File: src/rtl/stream_pkg.sv
// Shared types and default sizing for the XOR-bitmap to pixel-stream converter.
package stream_pkg;

    localparam int DEF_BLK_W    = 16;
    localparam int DEF_BLK_H    = 16;
    localparam int DEF_DECIMATE = 2;
    localparam int DEF_LANES    = 1;
    localparam int DEF_CONF_W   = 8;
    localparam int DEF_COORD_W  = 8;

    typedef enum logic {
        ST_IDLE   = 1'b0,
        ST_STREAM = 1'b1
    } stream_state_e;

    typedef struct packed {
        logic [DEF_BLK_H-1:0][DEF_BLK_W-1:0] bitmap;
        logic [DEF_CONF_W-1:0]               conf;
        logic [DEF_COORD_W-1:0]              coord;
    } blk_rec_t;

    // A block of a single beat still needs a 1-bit counter.
    function automatic int cnt_width(input int beats);
        return (beats > 1) ? $clog2(beats) : 1;
    endfunction

endpackage

File: src/rtl/blk_decimator.sv
// Picks the LANES subsampled bits of one output beat out of a block bitmap.
module blk_decimator #(
    parameter int BLK_W    = 16,
    parameter int BLK_H    = 16,
    parameter int DECIMATE = 2,
    parameter int LANES    = 1,
    parameter int CNT_W    = 6
) (
    input  logic [BLK_H-1:0][BLK_W-1:0] bitmap,
    input  logic [CNT_W-1:0]            row_idx,
    input  logic [CNT_W-1:0]            beat_idx,
    output logic [LANES-1:0]            lanes
);

    localparam int RW = (BLK_H > 1) ? $clog2(BLK_H) : 1;
    localparam int CW = (BLK_W > 1) ? $clog2(BLK_W) : 1;

    logic [RW-1:0] row_sel;

    always_comb begin
        logic [CW-1:0] col_sel;
        row_sel = RW'(int'(row_idx) * DECIMATE);
        lanes   = '0;
        for (int k = 0; k < LANES; k++) begin
            col_sel  = CW'((int'(beat_idx) * LANES + k) * DECIMATE);
            lanes[k] = bitmap[row_sel][col_sel];
        end
    end

endmodule

File: src/rtl/xors_to_stream_wide.sv
// Double-buffered converter from whole XOR-bitmap blocks to a decimated,
// LANES-wide pixel stream carrying the block's confidence and disparity.
module xors_to_stream_wide
    import stream_pkg::*;
#(
    parameter int BLK_W    = DEF_BLK_W,
    parameter int BLK_H    = DEF_BLK_H,
    parameter int DECIMATE = DEF_DECIMATE,
    parameter int LANES    = DEF_LANES,
    parameter int CONF_W   = DEF_CONF_W,
    parameter int COORD_W  = DEF_COORD_W
) (
    input  logic                          clk,
    input  logic                          reset,
    input  logic [BLK_H-1:0][BLK_W-1:0]   xors_in,
    input  logic                          xors_valid,
    output logic                          xors_ready,
    input  logic [CONF_W-1:0]             confidence,
    input  logic [COORD_W-1:0]            min_coords,
    output logic [LANES-1:0]              pix_stream_data,
    output logic                          pix_stream_valid,
    input  logic                          pix_stream_ready,
    output logic [CONF_W-1:0]             conf_out,
    output logic [COORD_W-1:0]            disp_out,
    output logic                          row_first,
    output logic                          blk_last
);

    localparam int ROWS  = BLK_H / DECIMATE;
    localparam int BPR   = (BLK_W / DECIMATE) / LANES;
    localparam int BEATS = ROWS * BPR;
    localparam int CNT_W = cnt_width(BEATS);

    localparam logic [CNT_W-1:0] LAST_ROW = CNT_W'(ROWS - 1);
    localparam logic [CNT_W-1:0] LAST_COL = CNT_W'(BPR - 1);

    typedef struct packed {
        logic [BLK_H-1:0][BLK_W-1:0] bitmap;
        logic [CONF_W-1:0]           conf;
        logic [COORD_W-1:0]          coord;
    } blk_t;

    stream_state_e    state_q, state_d;
    blk_t             active_q, active_d;
    blk_t             pending_q, pending_d;
    logic             pending_full_q, pending_full_d;
    logic [CNT_W-1:0] row_q, row_d;
    logic [CNT_W-1:0] col_q, col_d;

    blk_t             in_blk;
    logic             accept;
    logic             take;
    logic             at_last;
    logic [LANES-1:0] lane_bits;

    assign in_blk = '{bitmap: xors_in, conf: confidence, coord: min_coords};

    // Readiness is masked while reset is held so no block is offered a slot.
    assign xors_ready       = reset && !pending_full_q;
    assign pix_stream_valid = (state_q == ST_STREAM);
    assign accept           = xors_valid && xors_ready;
    assign take             = pix_stream_valid && pix_stream_ready;
    assign at_last          = (row_q == LAST_ROW) && (col_q == LAST_COL);

    always_comb begin
        state_d        = state_q;
        active_d       = active_q;
        pending_d      = pending_q;
        pending_full_d = pending_full_q;
        row_d          = row_q;
        col_d          = col_q;

        if (take) begin
            if (col_q == LAST_COL) begin
                col_d = '0;
                row_d = (row_q == LAST_ROW) ? '0 : row_q + 1'b1;
            end else begin
                col_d = col_q + 1'b1;
            end
        end

        // Finishing a block hands over to PENDING, else to a block offered on this very edge.
        case (state_q)
            ST_IDLE: begin
                if (accept) begin
                    active_d = in_blk;
                    state_d  = ST_STREAM;
                end
            end
            ST_STREAM: begin
                if (take && at_last) begin
                    if (pending_full_q) begin
                        active_d       = pending_q;
                        pending_full_d = 1'b0;
                    end else if (accept) begin
                        active_d = in_blk;
                    end else begin
                        state_d = ST_IDLE;
                    end
                end else if (accept) begin
                    pending_d      = in_blk;
                    pending_full_d = 1'b1;
                end
            end
            default: state_d = ST_IDLE;
        endcase
    end

    always_ff @(posedge clk) begin
        if (!reset) begin
            state_q        <= ST_IDLE;
            active_q       <= '0;
            pending_q      <= '0;
            pending_full_q <= 1'b0;
            row_q          <= '0;
            col_q          <= '0;
        end else begin
            state_q        <= state_d;
            active_q       <= active_d;
            pending_q      <= pending_d;
            pending_full_q <= pending_full_d;
            row_q          <= row_d;
            col_q          <= col_d;
        end
    end

    blk_decimator #(
        .BLK_W    (BLK_W),
        .BLK_H    (BLK_H),
        .DECIMATE (DECIMATE),
        .LANES    (LANES),
        .CNT_W    (CNT_W)
    ) u_decimator (
        .bitmap   (active_q.bitmap),
        .row_idx  (row_q),
        .beat_idx (col_q),
        .lanes    (lane_bits)
    );

    assign pix_stream_data = lane_bits;
    assign conf_out        = active_q.conf;
    assign disp_out        = active_q.coord;
    assign row_first       = pix_stream_valid && (col_q == '0);
    assign blk_last        = pix_stream_valid && at_last;

endmodule

File: config.mk
export PLATFORM = sky130hd
export DESIGN_NAME = xors_to_stream_wide
export DESIGN_NICKNAME = d
export VERILOG_FILES = /design/src/rtl/stream_pkg.sv /design/src/rtl/blk_decimator.sv /design/src/rtl/xors_to_stream_wide.sv
export SDC_FILE = /design/constraint.sdc
export NUM_CORES = 1
export LEC_CHECK = 0
export CAP_MARGIN = 20
export CELL_PAD_IN_SITES_DETAIL_PLACEMENT = 1
export CELL_PAD_IN_SITES_GLOBAL_PLACEMENT = 2
export CORE_AREA = 2 2 185 187
export CTS_BUF_LIST = sky130_fd_sc_hd__clkbuf_4 sky130_fd_sc_hd__clkbuf_8 sky130_fd_sc_hd__clkbuf_16
export CTS_CLUSTER_DIAMETER = 100
export DETAILED_ROUTE_END_ITERATION = 7
export DIE_AREA = 0 0 187 189
export PLACE_DENSITY_LB_ADDON = 0.1
export SETUP_SLACK_MARGIN = 0.5
export SLEW_MARGIN = 25
export SYNTH_ARGS = -nofsm -noshare
export SYNTH_HDL_FRONTEND = slang
export SYNTH_SLANG_ARGS = --single-unit
File: constraint.sdc
create_clock -name clk -period 2.5 [get_ports clk]
set_clock_uncertainty 0.15 [all_clocks]
set_input_delay 0.5 -clock clk [delete_from_list [all_inputs] [get_ports clk]]
set_output_delay 0.5 -clock clk [all_outputs]
set_load 0.02 [all_outputs]
==> results_dict.tcl <==
set metrics [dict create \
    grt_pass1_vias 6960 \
    yosys.area.top_type "dfxtp_1" \
    syn_inst 771 \
    start_util_pct 22.8 \
    nNetsFinal 1201 \
    synth_edf_count 0 \
    core.rowCount 67 \
    setup_viol 1 \
    grt-ovfl-total 0 \
    busiest_layer "met2" \
    power_density_mw_per_mm2 630 \
    hold_viol_final 0 \
    hold_slack_ps 305 \
    finalCritPeriodShare_pct 119 \
    cts_root_buffer "clkbuf_16" \
    dp_hpwl_um 17700 \
    gp_congestion 0.769 \
    vias_per_cell 4.90 \
    gr-usage-met3_pct 2.45 \
    yosysMostFrequentCell "dfxtp_1" \
    final.setup.worst_slack_ps -466 \
    yosysSeqAreaShare_pct 45.9 \
    drc_errors 0 \
    cts_tree "done" \
    synthFlopType "dfxtp_1" \
    hold_class "reg -> reg" \
    yosysWarningCount 0 \
    ys_ff_latch 174 \
    netlist.area_leader.share_pct 45.9 \
    report.final.slew_viol_count 0 \
    grt.met1_usage_pct 19.7 \
    postRouteAntennaNets 0 \
    p_int_uw 5070 \
    multiInputGateArea_mm2 0.00381 \
    finalPower_uw 7040 \
    dpl.cell_count 1300 \
    cts_made_buffers 17 \
    netSwitchingFraction_pct 27.9 \
    dieHeight_um 189 \
    fmax_mhz 337 \
    stdcell_count 1383 \
    peakVddDrop_mv 0.456 \
    async_reset_ff_share_pct 0 \
    max_slew.worst_pin.slew_ps 545 \
    p_seq_share_pct 43.5 \
    dr.pass1.iters 5 \
    synth_commonest_cells "dfxtp_1 (174), nand2_1 (173), o22a_1 (80), o221a_1 (58), clkbuf_1 (51)" \
    min_period_ps 2970 \
    diodes 0 \
    path_max_fanout 5 \
    ys_top_cells_by_area "dfxtp_1 (46%), o22a_1 (9.2%), o221a_1 (8.6%)" \
    grt_pass1_wl_um 41500 \
    syn_avg_cell_area_um2 9.84 \
    syn-num-nets 1050 \
    combPwrFrac_pct 17.9 \
    critPathRequiredTime_ps 1850 \
    synth_cell_type_count 35 \
    grt_max_degree 102 \
    clockBufferDepth 2 \
    clkSlewWorstSetupHoldPaths_ps 70 \
    end_kind "output pin" \
    drt-initial-drc-count 303 \
    die_w_um 187 \
    cts_hold_buf 0 \
    seq_area_mm2 0.00350 \
    cp.arrival_ps 2320 \
    synthesis.area_mm2 0.00759 \
    power_frac_clock_pct 38.6 \
    status "finished with violations" \
    grtUsageTotal_pct 15.1 \
    fill_cells 3658 \
    antenna_found_initial 0 \
    relSlewSlack_pct 63.7 \
    rsz0062_at_grt "yes" \
    drive_above_1_share_pct 24.3 \
    ioPinCount 297 \
    wirelength_um 31300 \
    synthToLayoutAreaGrowth_pct 47.2 \
    wl_per_cell_um 22.6 \
    clock_latency_ps 440 \
    io_buffers 104 \
    h-tree-depth 4 \
    crit_path_start_kind "flop" \
    cap_viol_max_count 0 \
    fp.coreArea_mm2 0.0333 \
    p_sw_uw 1960 \
    failed_checks "negative setup slack" \
    clock_sinks 174 \
    vias 6774 \
    dieArea_mm2 0.0353 \
    p_leak_uw 0.00424 \
    gr-usage-met2_pct 26.1 \
    path_class "reg -> out" \
]
## cell families (layout without fill, tap and decap cells)
kind of cell	after synthesis	after routing	synth area share, %
adder cells (fa/ha/maj)	3	3	0.495
multiplexers	26	26	6.09
XOR/XNOR	10	10	1.15
buffers and inverters	98	259	6.23
flip-flops	174	174	45.9
AO/OA/AOI/OAI	212	212	26.3
AND/OR/NAND/NOR	248	251	13.8
## power by group through the flow
stage	clock network, uW	registers [uW]	logic, uW
finish	2720	3060	1260
global route	2920	3080	1340
CTS	2810	3060	1060
detailed placement	0	3120	1030
global placement	0	3120	1020
floorplan	0	3070	567
## final cells by class
type	instances	area share [%]
Clock buffer	19	4.06
Multi-Input combinational cell	502	34.1
Inverter	3	0.123
Tap cell	448	5.02
Sequential cell	174	31.3
Clock inverter	13	1.14
Timing Repair Buffer	224	24.2
## stage by stage
stage / setup WS, ps / instance area, um2 / setup TNS [ps] / util [%]
after floorplan: 256 / 7670 / 0 / -
after global placement: -451 / 9550 / -25620 / 28.7
after detailed placement: -488 / 9550 / -27470 / 28.7
after CTS: -506 / 10300 / -1240 / 30.8
after global routing: -567 / 11200 / -662 / 33.5
final: -466 / 11200 / -466 / 33.5
## state kept, by name, summed over array words and instances, names as in the netlist
signal and flops:
row_q 6, pix_stream_valid 1, pending_full_q 1, col_q 6
pending_q 80, conf_out 8, active_q 64, disp_out 8
## worst paths after layout
path	from	slack (ps)	to	cells past startpoint
hold / removal	pending_q[242]	300	pending_q[242]	2
setup / recovery	row_q[2]	-470	pix_stream_data	7
setup reg to reg	row_q[0]	90	active_q[52]	12
hold reg to reg	pending_q[242]	300	pending_q[242]	2
## per-layer routing
layer	part of all wire, %	routed length (um)	up-vias
li1	-	-	3152
met1	47	14800	3486
met2	49	15300	119
met3	3.0	952	17
met4	0.92	287	0
met5	0	0	-
## critical path: stages, from the launching register on
cell     delay [ps]
dfxtp_1         360
buf_12          140
mux4_2          490
mux2i_1         300
nand2_1         110
a22oi_1         200
o21ai_2         120
buf_6           150
## cells in the final DEF (no fill, tap or decap), types with 24 or more instances in the layout
| master | instances |
|---|---|
| o22a_1 | 80 |
| a21boi_1 | 41 |
| dfxtp_1 | 166 |
| nand3_1 | 42 |
| o221a_1 | 58 |
| buf_4 | 55 |
| nand2_1 | 169 |
| clkbuf_16 | 37 |
| buf_12 | 24 |
| clkdlybuf4s50_1 | 82 |
## timing repair
| item | CTS | global route |
|---|---|---|
| gates cloned | 1 | 33 |
| pin swaps | 4 | 26 |
| endpoints found under the setup margin | 183 | 168 |
| setup buffers | 3 | 14 |
| gates resized for setup | 57 | 33 |
Power figures use the tool's default switching activity.
